$ cat src/rtl/spi_bus_arbiter.sv
// spi_bus_arbiter: two-requester SPI mode-0 master with bus arbitration; define SPI_ARB_ROUNDROBIN_EN for round-robin tie-break
module spi_bus_arbiter #(
  parameter int DIV = 1
) (
  input  logic       clk,
  input  logic       rst,
  input  logic       a_req,
  input  logic       a_start,
  input  logic [7:0] a_tx,
  output logic [7:0] a_rx,
  output logic       a_gnt,
  output logic       a_busy,
  input  logic       b_req,
  input  logic       b_start,
  input  logic [7:0] b_tx,
  output logic [7:0] b_rx,
  output logic       b_gnt,
  output logic       b_busy,
  output logic       sclk,
  output logic       mosi,
  input  logic       miso,
  output logic       cs0_n,
  output logic       cs1_n
);
  typedef enum logic [1:0] {IDLE, OWN_A, OWN_B} arb_t;
  typedef enum logic {ENG_IDLE, ENG_SHIFT} eng_t;
  arb_t arb_q, arb_d;
  eng_t eng_q, eng_d;
  logic       sclk_q, sclk_d;
  logic [3:0] div_q, div_d, half_q, half_d;
  logic [7:0] sh_q, sh_d, in_q, in_d, a_rx_q, a_rx_d, b_rx_q, b_rx_d;
  logic       own_a, own_b, tick, done, go, pick_b;
  assign own_a = arb_q == OWN_A;
  assign own_b = arb_q == OWN_B;
  assign tick  = eng_q == ENG_SHIFT && div_q == 4'(DIV - 1);
  assign done  = tick && half_q == 4'd15;
  assign go    = ((own_a && a_req && a_start) || (own_b && b_req && b_start)) && (eng_q == ENG_IDLE || done);
`ifdef SPI_ARB_ROUNDROBIN_EN
  logic last_q, last_d;
  assign pick_b = ~last_q;
  // Remember who was granted last (1 = B) so a tie goes to the other requester
  always_comb last_d = (arb_q == IDLE && arb_d != IDLE) ? (arb_d == OWN_B) : last_q;
  // Last-served flag register; reset points at B so A wins the first tie
  always_ff @(posedge clk or posedge rst)
    if (rst) last_q <= 1'b1;
    else     last_q <= last_d;
`else
  assign pick_b = 1'b0;
`endif
  // Ownership: grant from IDLE, hold while req is high, release only once the engine is idle
  always_comb begin
    arb_d = arb_q;
    case (arb_q)
      IDLE:    arb_d = (a_req && b_req) ? (pick_b ? OWN_B : OWN_A) : a_req ? OWN_A : b_req ? OWN_B : IDLE;
      OWN_A:   arb_d = (!a_req && eng_q == ENG_IDLE) ? IDLE : OWN_A;
      OWN_B:   arb_d = (!b_req && eng_q == ENG_IDLE) ? IDLE : OWN_B;
      default: arb_d = IDLE;
    endcase
  end
  // Shift engine: 16 half-periods of DIV cycles, sample miso entering odd halves, shift mosi leaving them
  always_comb begin
    eng_d  = go ? ENG_SHIFT : done ? ENG_IDLE : eng_q;
    div_d  = (go || tick || eng_q == ENG_IDLE) ? 4'd0 : div_q + 4'd1;
    half_d = (go || eng_q == ENG_IDLE) ? 4'd0 : tick ? half_q + 4'd1 : half_q;
    sclk_d = (go || eng_q == ENG_IDLE) ? 1'b0 : tick ? ~half_q[0] : sclk_q;
    sh_d   = go ? (own_a ? a_tx : b_tx) : (tick && half_q[0]) ? {sh_q[6:0], 1'b1} : sh_q;
    in_d   = (tick && !half_q[0]) ? {in_q[6:0], miso} : in_q;
    a_rx_d = (done && own_a) ? in_q : a_rx_q;
    b_rx_d = (done && own_b) ? in_q : b_rx_q;
  end
  // State registers; reset aborts any byte in flight without touching the rx bytes beyond their reset value
  always_ff @(posedge clk or posedge rst)
    if (rst) begin
      arb_q  <= IDLE;
      eng_q  <= ENG_IDLE;
      sclk_q <= 1'b0;
      div_q  <= 4'd0;
      half_q <= 4'd0;
      sh_q   <= 8'hFF;
      in_q   <= 8'h00;
      a_rx_q <= 8'hFF;
      b_rx_q <= 8'hFF;
    end else begin
      arb_q  <= arb_d;
      eng_q  <= eng_d;
      sclk_q <= sclk_d;
      div_q  <= div_d;
      half_q <= half_d;
      sh_q   <= sh_d;
      in_q   <= in_d;
      a_rx_q <= a_rx_d;
      b_rx_q <= b_rx_d;
    end
  assign a_gnt  = own_a;
  assign b_gnt  = own_b;
  assign cs0_n  = ~own_a;
  assign cs1_n  = ~own_b;
  assign a_busy = own_a && eng_q == ENG_SHIFT;
  assign b_busy = own_b && eng_q == ENG_SHIFT;
  assign a_rx   = a_rx_q;
  assign b_rx   = b_rx_q;
  assign sclk   = sclk_q;
  assign mosi   = eng_q == ENG_SHIFT ? sh_q[7] : 1'b1;
endmodule

$ cat config.mk
export PLATFORM = sky130hd
export DESIGN_NAME = spi_bus_arbiter
export DESIGN_NICKNAME = d
export VERILOG_FILES = /design/src/rtl/spi_bus_arbiter.sv
export SDC_FILE = /design/constraint.sdc
export NUM_CORES = 1
export LEC_CHECK = 0
export ABC_AREA = 1
export CELL_PAD_IN_SITES_DETAIL_PLACEMENT = 0
export CELL_PAD_IN_SITES_GLOBAL_PLACEMENT = 2
export CORE_AREA = 2 2 70 99
export CTS_BUF_LIST = sky130_fd_sc_hd__clkbuf_8
export DETAILED_ROUTE_END_ITERATION = 8
export DIE_AREA = 0 0 72 101
export HOLD_SLACK_MARGIN = 0.05
export PLACE_DENSITY = 0.92
export REMOVE_ABC_BUFFERS = 1
export SLEW_MARGIN = 20
export SYNTH_ARGS = -nofsm -noshare
export SYNTH_HDL_FRONTEND = slang
export SYNTH_SLANG_ARGS = --single-unit
export TNS_END_PERCENT = 10
$ cat constraint.sdc
create_clock -name clk -period 3.97 [get_ports clk]
set_input_delay 0.5955 -clock clk [delete_from_list [all_inputs] [get_ports clk]]
set_output_delay 0.5955 -clock clk [all_outputs]
set_load 0.005 [all_outputs]
* After elaboration in Yosys (flattened, before gate mapping)
Index checks and enable logic that the tools add are counted.
** Operators by class
- Bitwise operators :: 4
- Equality and inequality tests :: 3
- Mux-type cells :: 17
- Add/sub/neg operators :: 2
- Reductions and logical operators :: 29
** Operator list (number)
- $mux 8 :: 3
- $logic_and 1x1->1 :: 16
- $mux 4 :: 3
- $add 4x1->4 const B :: 2
- $mux 2 :: 4
- $mux 1 :: 6
- $pmux 2 s3 :: 1
- $reduce_bool 2->1 :: 3
- $logic_or 1x1->1 :: 5
- $eq 4x4->1 const B :: 1
- $logic_not 4->1 :: 1
- $not 1->1 :: 4
- $logic_not 1->1 :: 3
- $eq 2x1->1 const B :: 1
- $eq 2x2->1 const B :: 1
- $logic_not 2->1 :: 1
** Storage, ports and cells
- Logic and storage cells :: 64
- Output and inout bits :: 24
- Flip-flop bits (word level) :: 44

* Depth between registers and ports, before layout
Gate-level depths: netlist of the first run.
- Depth after elaboration :: 8
- Depth in mapped cells :: 9
- Mapped depth without buffers :: 8

* Worst setup path before layout of the first run
Ideal clock, no wire load.
- Kind :: reg-to-output
- Start point :: register arb_q[0]
- End point :: output a_busy
- Stages on the path, launching flop included :: 7
- Arrival time :: 0.963 ns
- Required time :: 3.374 ns
- Path buffers :: 2
- Path slack :: 2.411 ns
- Cell sequence :: dfrtp_1 inv_2 nor2_2 buf_6 inv_2 buf_6 nor2_1
** On the way
- Word-level cells in the longest chain between the ends :: 2
** Ends and longest elaborated chain
- start, declared :: line 27 : arb_t arb_q, arb_d;
- start signal, assigned :: line 84 : arb_q <= arb_d;
- $eq 2x1->1 :: line 33 : assign own_a = arb_q == OWN_A;
- named net a_gnt :: line 11 : output logic a_gnt,
- $logic_and 1x1->1 :: line 98 : assign a_busy = own_a && eng_q == ENG_SHIFT;
- end, declared :: line 12 : output logic a_busy,
The timed path passes the listed nets, and every way through them passes these cells.

* Worst setup path in the final report of the first run
- Start point :: register arb_q[1]
- End point :: output a_busy
** On the way
- Word-level cells in the longest chain between the ends :: 2
** Ends and longest elaborated chain (line)
- $eq 2x1->1 :: 33
- $logic_and 1x1->1 :: 98
No other way between the ends.

==> results of run 1 <==
-- power by group through the flow --
stage,Combinational [W],Sequential (W),Clock [W]
finish,0.000540,0.000667,0.000350
global route,0.000625,0.000685,0.000376
CTS,0.000554,0.000667,0.000363
detailed placement,0.000553,0.000673,0
global placement,0.000545,0.000671,0
floorplan,0.000349,0.000660,0
-- metal layers --
| metal | vias to the layer above | global-route usage (%) |
|---|---|---|
| met2 | 38 | 20.4 |
| li1 | 822 | - |
| met1 | 719 | 13.8 |
| met5 | - | 0 |
| met4 | 0 | 5.22 |
| met3 | 7 | 2.40 |
-- cell families after synthesis --
kind of cell | share of synthesized area (%)
AND/OR/NAND/NOR | 25.4
flip-flops | 55.1
buffers and inverters | 7.54
AO/OA/AOI/OAI | 8.35
XOR/XNOR | 1.74
adder cells (fa/ha/maj) | 1.87
-- worst reg2reg max path: stages (launching register included) --
cell and delay, ps:
dfrtp_1 420, inv_1 70, ha_1 190, nand4_1 430
inv_1 290, nand2_1 70, nand2_1 60, nor2_1 40
nor2_1 80
-- final cells by class --
cell class | count | area, sq um
clock buffers | 6 | 82.6
clock inverters | 2 | 35.0
fillers | 650 | 3800
inverters | 26 | 97.6
multi-input cells | 157 | 751
flip-flops and latches | 43 | 1110
well taps | 74 | 92.6
repair buffers | 48 | 475
-- worst max path at each step --
stage | start | end | slack (ps) | cells past startpoint
2_1_floorplan | arb_q[0]$_DFF_PP0_ | a_busy | 2360 | 4
3_3_place_gp | arb_q[0]$_DFF_PP0_ | a_busy | 1970 | 6
3_5_place_dp | arb_q[1]$_DFF_PP0_ | a_busy | 1940 | 5
4_1_cts | arb_q[1]$_DFF_PP0_ | a_busy | 1610 | 5
5_1_grt | arb_q[1]$_DFF_PP0_ | a_busy | 1500 | 5
6_report | arb_q[1]$_DFF_PP0_ | a_busy | 1640 | 5
-- state kept, by name, indices dropped and copies added, names as in the netlist --
| name | cells |
|---|---|
| arb_q | 2 |
| b_rx | 8 |
| sh_q | 8 |
| div_q | 4 |
| half_q | 4 |
| in_q | 8 |
| eng_q | 1 |
| a_rx | 8 |
-- cell usage in the layout (no fill, tap or decap), types with 3 or more instances in the layout --
cell type and instances:
clkbuf_8 6, clkdlybuf4s50_1 46, o21ai_0 6, xor2_1 3
ha_1 3, inv_2 4, nand3_1 22, dfstp_2 24
o22ai_1 3, nor2_1 19, inv_1 22, nand2_1 70
dfrtp_1 19, o21ai_1 19
-- stage by stage --
| step | power, W | setup WS [ps] | area [sq um] | utilization [%] |
|---|---|---|---|---|
| after global routing | 0.00169 | 1500 | 2640 | 41.0 |
| after global placement | 0.00122 | 1970 | 2520 | 39.2 |
| after CTS | 0.00158 | 1610 | 2640 | 41.0 |
| after detailed placement | 0.00123 | 1940 | 2520 | 39.2 |
| final | 0.00156 | 1640 | 2640 | 41.0 |
| after floorplan | 0.00101 | 2360 | 1950 | - |
==> run_results.csv, run 1 <==
group,metric,value,unit
drt,routed.top_layer,"met4",
die,die_h,101,um
setup_path,cp-start-kind,"flip-flop",
timing,finClkSkew,5.04,ps
timing,setup-tns-final,0,ps
setup_path,cp_num_buf_inv,3,
pwr,power_density,590,mW/mm^2
placement,placed_cells,348,
setup_path,slowest_stage,"clkdlybuf4s50_1",
timing,tightestPinTransition,546,ps
logic_synthesis,synthArstFlopShare,100,%
timing,fmax,0.429,GHz
clock_network,clk_pin_slew_worst_paths,80,ps
pwr,clockPowerShare,22.5,%
die,dieArea,0.00727,sq mm
drt,met2_wirelength,1.95,mm
pwr,swShare,33.3,%
hold_path,hold_path.class,"reg2reg",
cells_and_area,diodes,0,
setup_path,critPathTopFamily,"buffers and inverters",
global_route,grt_max_degree,44,
drt,ant_nets,0,
logic_synthesis,syn-cell-area,0.00201,sq mm
drt,met1_length,1.70,mm
outcome,status,"complete, no violations",
clock_network,cts_max_path_buffers,2,
setup_path,regToRegEndpoint,"sh_q[2]$_DFFE_PP1P_",
clock_network,cts_made_buffers,5,
timing,slew_violations,0,
die,coreArea,0.00644,sq mm
logic_synthesis,yosysMostFrequentCell,"nand2_1",
clock_network,clk_latency,290,ps
clock_network,tritoncts,"built",
die,initial_core_util,31.2,%
hold_path,min_path_cells,2,
die,die_w,72,um
setup_path,r2r_cells,8,
setup_path,cp_slowest_stage_delay,500,ps
drt,drtPass1Iterations,4,
logic_synthesis,synth_seq_area_share,55.1,%
pwr,p_seq_share,42.8,%
setup_path,worstPathRequired,3370,ps
cells_and_area,nets,307,
die,rows,35,
clock_network,numClockSinks,43,
setup_path,critPathArrivalTime,1740,ps
logic_synthesis,synthTopCellsByArea,"dfstp_2 31%, dfrtp_1 24%, nand2_1 13%",
drt,routed_wl,3.89,mm
timing,holdWs,472,ps
setup_path,crit_type,"reg2out",
drt,met3_length,169,um
timing,period_minus_slack,2330,ps
drt,drcViolationCount,0,
pwr,combPwrFrac,34.7,%
clock_network,cts_root_buf,"clkbuf_8",
cells_and_area,drive_gt1_share,16.3,%
setup_path,path_cells,"nor2_2, buf_4, inv_2, nor2_1, clkdlybuf4s50_1",
drt,wl_per_cell,10.9,um
timing,max_slew_margin,63.5,%
pwr,peakVddDrop,196,uV
logic_synthesis,syn_avg_cell_area,8.62,sq um
logic_synthesis,synthFlopType,"dfstp_2",
pwr,p_sw,0.000519,W
global_route,antenna_found_initial,0,
hold_path,whs_endpoint,"a_rx[3]$_DFFE_PP1P_",
hold_path,min_from,"a_rx[3]$_DFFE_PP1P_",
timing,setup_viol,0,
logic_synthesis,netlist.area_leader.share,31.4,%
global_route,grt_pass1_wl,6.76,mm
drt,drt_iter0_markers,38,
global_route,grt_overflow,0,
run,maxCapViolCount,0,
setup_path,r2r_start,"div_q[0]$_DFF_PP0_",
logic_synthesis,synth_edf_count,0,
placement,gp_congestion,0.728,
timing,fin_crit_sh,58.7,%
setup_path,worst-path-max-fanout,12,
timing,hold_viol_final,0,
global_route,grt_use_total,11.8,%
pwr,intPower,0.00104,W
timing,rsz0062_at_grt,"no",
logic_synthesis,ys_seq_elements,43,
logic_synthesis,yosysTopAreaCell,"dfstp_2",
global_route,grt_pass1_vias,1506,
clock_network,postCtsSetupRepairBufs,0,
die,io_pins,47,
setup_path,r2r_setup_slack,2280,ps
drt,routed_via_density,4.46,
setup_path,crit_path_end_kind,"primary output",
placement,dp_hpwl,2.83,mm
logic_synthesis,yosysWarnings,0,
clock_network,ctsResizeCount,0,
cells_and_area,stdcell_count,356,
logic_synthesis,synth_common_cells,"70 x nand2_1, 24 x dfstp_2, 22 x inv_1, 22 x nand3_1",
logic_synthesis,synthCells,233,
clock_network,h-tree-depth,2,
logic_synthesis,yosysUniqueCellTypes,24,
clock_network,hold_buffers,0,
cells_and_area,area_delta_synth_final,31.5,%
placement,numPortBuffers,46,
drt,num_vias,1586,
pwr,power_leakage,1.20,nW
(Power assumes the default switching activity.)
==> run 2, diff against run 1 <==
--- a/config.mk
+++ b/config.mk
@@ -8,12 +8,12 @@
 export ABC_AREA = 1
 export CELL_PAD_IN_SITES_DETAIL_PLACEMENT = 0
 export CELL_PAD_IN_SITES_GLOBAL_PLACEMENT = 2
-export CORE_AREA = 2 2 70 99
+export CORE_AREA = 2 2 73 102
 export CTS_BUF_LIST = sky130_fd_sc_hd__clkbuf_8
 export DETAILED_ROUTE_END_ITERATION = 8
-export DIE_AREA = 0 0 72 101
+export DIE_AREA = 0 0 75 104
 export HOLD_SLACK_MARGIN = 0.05
-export PLACE_DENSITY = 0.92
+export PLACE_DENSITY = 0.86
 export REMOVE_ABC_BUFFERS = 1
 export SLEW_MARGIN = 20
 export SYNTH_ARGS = -nofsm -noshare
==> constraint.sdc (replaced) <==
create_clock -name clk -period 2.4 [get_ports clk]
set_input_delay 0.36 -clock clk [delete_from_list [all_inputs] [get_ports clk]]
set_output_delay 0.36 -clock clk [all_outputs]
set_load 0.005 [all_outputs]
==> run_results.csv, run 2 (synthesis gave the netlist of run 1 again) <==
group,metric,value,unit
outcome,status,"complete, no violations",
cells_and_area,drive_gt1_share,16.6,%
die,dieArea,0.00780,sq mm
die,die_w,75,um
setup_path,worst-path-max-fanout,11,
timing,max_slew_margin,63.8,%
placement,gp_congestion,0.680,
timing,slew_violations,0,
drt,drtPass1Iterations,4,
die,io_pins,47,
cells_and_area,fillers,734,
global_route,grt_pass1_vias,1603,
pwr,combPwrFrac,36.6,%
run,maxCapViolCount,0,
clock_network,cts_made_buffers,5,
drt,drt_iter0_markers,47,
drt,wl_per_cell,10.7,um
hold_path,hold_path.class,"reg2reg",
timing,setup_viol,0,
setup_path,worstPathRequired,2040,ps
clock_network,cts_max_path_buffers,2,
clock_network,h-tree-depth,2,
die,coreArea,0.00689,sq mm
setup_path,critPathArrivalTime,1610,ps
clock_network,tritoncts,"built",
drt,routed_wl,4.05,mm
cells_and_area,final_common_cell,"nand2_1",
cells_and_area,multi_input_area,751,sq um
die,rows,36,
cells_and_area,final_core_util,38.6,%
global_route,grt_max_degree,44,
die,die_h,104,um
timing,rsz0062_at_grt,"no",
drt,ant_nets,0,
pwr,intPower,0.00166,W
die,initial_core_util,29.1,%
global_route,grt_use_total,11.6,%
timing,fin_ws,426,ps
clock_network,postCtsSetupRepairBufs,0,
cells_and_area,area_delta_synth_final,32.5,%
clock_network,cts_root_buf,"clkbuf_8",
pwr,p_sw,0.000882,W
cells_and_area,seqCellArea,0.00111,sq mm
pwr,p_seq_share,43.4,%
pwr,power_density,954,mW/mm^2
timing,period_minus_slack,1970,ps
global_route,antenna_found_initial,0,
pwr,clockPowerShare,20.0,%
timing,tightestPinTransition,543,ps
drt,routed_via_density,4.22,
drt,num_vias,1596,
timing,fin_crit_sh,82.3,%
pwr,peakVddDrop,386,uV
timing,finClkSkew,9.29,ps
placement,pre_cts_ws,743,ps
hold_path,min_from,"a_rx[3]$_DFFE_PP1P_",
setup_path,worstSetupStartpoint,"arb_q[1]$_DFF_PP0_",
clock_network,clk_latency,290,ps
cells_and_area,diodes,0,
clock_network,ctsResizeCount,0,
clock_network,numClockSinks,43,
pwr,power_leakage,1.19,nW
drt,drcViolationCount,0,
timing,setup-tns-final,0,ps
setup_path,crit_path_end_kind,"primary output",
cells_and_area,nets,308,
timing,fmax,0.507,GHz
global_route,grt_overflow,0,
cells_and_area,mostFrequentLayoutCells,"70 x nand2_1, 46 x clkdlybuf4s50_1, 24 x dfstp_2",
placement,numPortBuffers,46,
clock_network,clk_pin_slew_worst_paths,80,ps
clock_network,hold_buffers,0,
setup_path,crit_type,"reg2out",
setup_path,cp-start-kind,"flip-flop",
placement,dp_hpwl,3.02,mm
timing,hold_viol_final,0,
global_route,grt_pass1_wl,7.17,mm
setup_path,r2r_start,"half_q[0]$_DFFE_PP0P_",
pwr,swShare,34.7,%
## run 2: cell count changes in the layout (fill, tap and decap cells not counted)
cell	previous run	this run
clkinvlp_4	0	1
bufinv_16	1	0
clkbuf_8	6	7
clkinv_2	1	0
buf_4	2	3
## run 2: path summary, 6_finish.rpt
kind / cells after the start / end / slack, ps
min reg2reg: 2 / a_rx[3]$_DFFE_PP1P_ / 470
max reg2reg: 5 / b_rx[2]$_DFFE_PP1P_ / 810
min in group asynchronous: 3 / half_q[1]$_DFFE_PP0P_ / 500
max: 3 / a_gnt / 430
min: 2 / a_rx[3]$_DFFE_PP1P_ / 470
max in group asynchronous: 3 / a_rx[5]$_DFFE_PP1P_ / 1510
## run 2: metal layers
metal	track usage, %	part of all wire, %	vias to the layer above
li1	-	-	830
met1	13.9	45	721
met2	19.6	50	38
met3	2.62	3.8	7
met4	4.21	1.7	0
met5	0	0	-
## run 2: metrics by stage
stage                     cells  area [sq um]  total power [W]  hold slack (ps)
after floorplan             226          1950          0.00167              453
after detailed placement    370          2560          0.00206              465
after global routing        378          2660          0.00276              493
final                       378          2660          0.00254              474
after global placement      370          2560          0.00205              462
after CTS                   378          2660          0.00258              478
## run 2: critical path, stage by stage, from the launching register on
cell,delay (ps)
dfrtp_1,440
nor2_2,160
buf_4,200
clkdlybuf4s50_1,520
## run 2: cell type report
type	instances	share of cell area, %
sequential	43	41.6
multi-input combinational	157	28.2
timing repair buffer	49	18.2
tap	95	4.47
inverter	26	3.67
clock buffer	7	3.62
clock inverter	1	0.282
## run 2: power groups by stage
stage | clock (W) | combinational (W) | sequential (W)
floorplan | 0 | 0.000577 | 0.00109
global placement | 0 | 0.000935 | 0.00111
detailed placement | 0 | 0.000945 | 0.00111
CTS | 0.000525 | 0.000951 | 0.00110
global route | 0.000550 | 0.00108 | 0.00113
finish | 0.000508 | 0.000928 | 0.00110
==> run 3, diff against run 2 <==
==> constraint.sdc (replaced) <==
create_clock -name clk -period 1.9 [get_ports clk]
set_input_delay 0.285 -clock clk [delete_from_list [all_inputs] [get_ports clk]]
set_output_delay 0.285 -clock clk [all_outputs]
set_load 0.005 [all_outputs]
==> run_results.csv, run 3 (synthesis gave the netlist of run 1 again) <==
group,metric,value,unit
die,die_w,75,um
cells_and_area,design_area,0.00269,sq mm
drt,drcViolationCount,0,
global_route,antenna_found_initial,0,
clock_network,clk_latency,280,ps
drt,wl_per_cell,10.5,um
die,io_pins,47,
setup_path,r2r_cells,5,
cells_and_area,drive_gt1_share,17.0,%
hold_path,hold_path.class,"in2async",
drt,routed_via_density,4.17,
clock_network,h-tree-depth,2,
clock_network,cts_root_buf,"clkbuf_8",
setup_path,r2r_setup_slack,350,ps
timing,slew_violations,0,
timing,fin_ws,86.8,ps
drt,drtPass1Iterations,4,
clock_network,numClockSinks,43,
pwr,p_sw,0.00110,W
setup_path,worstPathRequired,1620,ps
setup_path,r2r_start,"half_q[0]$_DFFE_PP0P_",
setup_path,path_cells,"nor2_4, buf_6, clkdlybuf4s50_1",
placement,placed_cells,372,
pwr,combPwrFrac,39.4,%
timing,fin_crit_sh,95.4,%
global_route,grt_use_total,11.4,%
cells_and_area,fillers,722,
pwr,power_density,1170,mW/mm^2
pwr,finalPower,0.00315,W
placement,dp_hpwl,2.96,mm
pwr,clockPowerShare,16.7,%
clock_network,hold_buffers,0,
global_route,grt_pass1_vias,1563,
global_route,grt_max_degree,44,
timing,setup-tns-final,0,ps
run,maxCapViolCount,0,
timing,setup_viol,0,
die,dieArea,0.00780,sq mm
timing,period_minus_slack,1810,ps
pwr,swShare,34.8,%
setup_path,crit_path_end_kind,"primary output",
die,die_h,104,um
die,coreArea,0.00689,sq mm
cells_and_area,mostFrequentLayoutCells,"70 x nand2_1, 45 x clkdlybuf4s50_1, 25 x inv_1",
outcome,status,"complete, no violations",
pwr,power_leakage,1.24,nW
clock_network,cts_made_buffers,5,
die,rows,36,
placement,pre_cts_ws,299,ps
clock_network,tritoncts,"built",
die,initial_core_util,29.1,%
cells_and_area,final_common_cell,"nand2_1",
timing,hold_viol_final,0,
timing,rsz0062_at_grt,"no",
setup_path,worst-path-max-fanout,11,
timing,finClkSkew,4.06,ps
drt,drt_iter0_markers,77,
pwr,peakVddDrop,435,uV
cells_and_area,stdcell_count,383,
timing,max_slew_margin,64.6,%
cells_and_area,nets,313,
pwr,p_seq_share,43.9,%
global_route,grt_overflow,0,
cells_and_area,area_delta_synth_final,33.7,%
global_route,grt_pass1_wl,6.98,mm
setup_path,worstSetupStartpoint,"arb_q[1]$_DFF_PP0_",
clock_network,cts_max_path_buffers,2,
setup_path,cp-start-kind,"flip-flop",
setup_path,cp_slowest_stage_delay,510,ps
placement,place_area,0.00257,sq mm
placement,gp_congestion,0.688,
drt,routed_wl,4.01,mm
timing,fmax,0.551,GHz
pwr,intPower,0.00205,W
drt,num_vias,1599,
timing,tightestPinTransition,532,ps
setup_path,critPathArrivalTime,1530,ps
cells_and_area,diodes,0,
placement,numPortBuffers,46,
setup_path,crit_type,"reg2out",
drt,ant_nets,0,
setup_path,regToRegEndpoint,"a_rx[3]$_DFFE_PP1P_",
setup_path,slowest_stage,"clkdlybuf4s50_1",
clock_network,clk_pin_slew_worst_paths,70,ps
run 3: through the flow:
| stage | utilization, % | hold slack [ps] |
|---|---|---|
| 2_1_floorplan | - | 439 |
| 6_report | 39.0 | 435 |
| 3_5_place_dp | 37.3 | 463 |
| 5_1_grt | 39.0 | 493 |
| 3_3_place_gp | 37.3 | 461 |
| 4_1_cts | 38.6 | 458 |
run 3: worst max-delay path by stage:
stage / end / cells after the start
floorplan: half_q[0]$_DFFE_PP0P_ / 7
global placement: mosi / 3
detailed placement: mosi / 3
CTS: a_gnt / 4
global route: a_busy / 5
finish: a_gnt / 3
run 3: layout make-up:
type	count	area, sq um	share of cell area, %
multi-input combinational	157	756	28.1
clock inverter	3	11.3	0.419
clock buffer	5	68.8	2.56
tap	95	119	4.43
inverter	26	97.6	3.63
sequential	43	1110	41.2
timing repair buffer	54	527	19.6
run 3: worst max-delay path, delay by kind of cell, from the launching register on:
| family | cells | cell delay (ps) |
|---|---|---|
| flops | 1 | 440 |
| buf+inv | 2 | 660 |
| simple gates | 1 | 150 |
run 3: power groups by stage:
stage	sequential (W)	combinational [W]	clock (W)
after CTS	0.00139	0.00124	0.000556
after floorplan	0.00138	0.000729	0
after detailed placement	0.00141	0.00122	0
after global placement	0.00140	0.00120	0
after global routing	0.00142	0.00143	0.000586
final	0.00138	0.00124	0.000526
run 3: timing repair:
action                                  CTS  global route
gates resized for setup                   0             3
endpoints found under the setup margin    1             2
setup buffers                             1             2
run 3: layer usage:
| metal | track usage (%) | share of wire [%] |
|---|---|---|
| met5 | 0 | 0 |
| met4 | 4.46 | 1.2 |
| met3 | 2.71 | 4.1 |
| met2 | 19.2 | 51 |
| met1 | 13.6 | 43 |
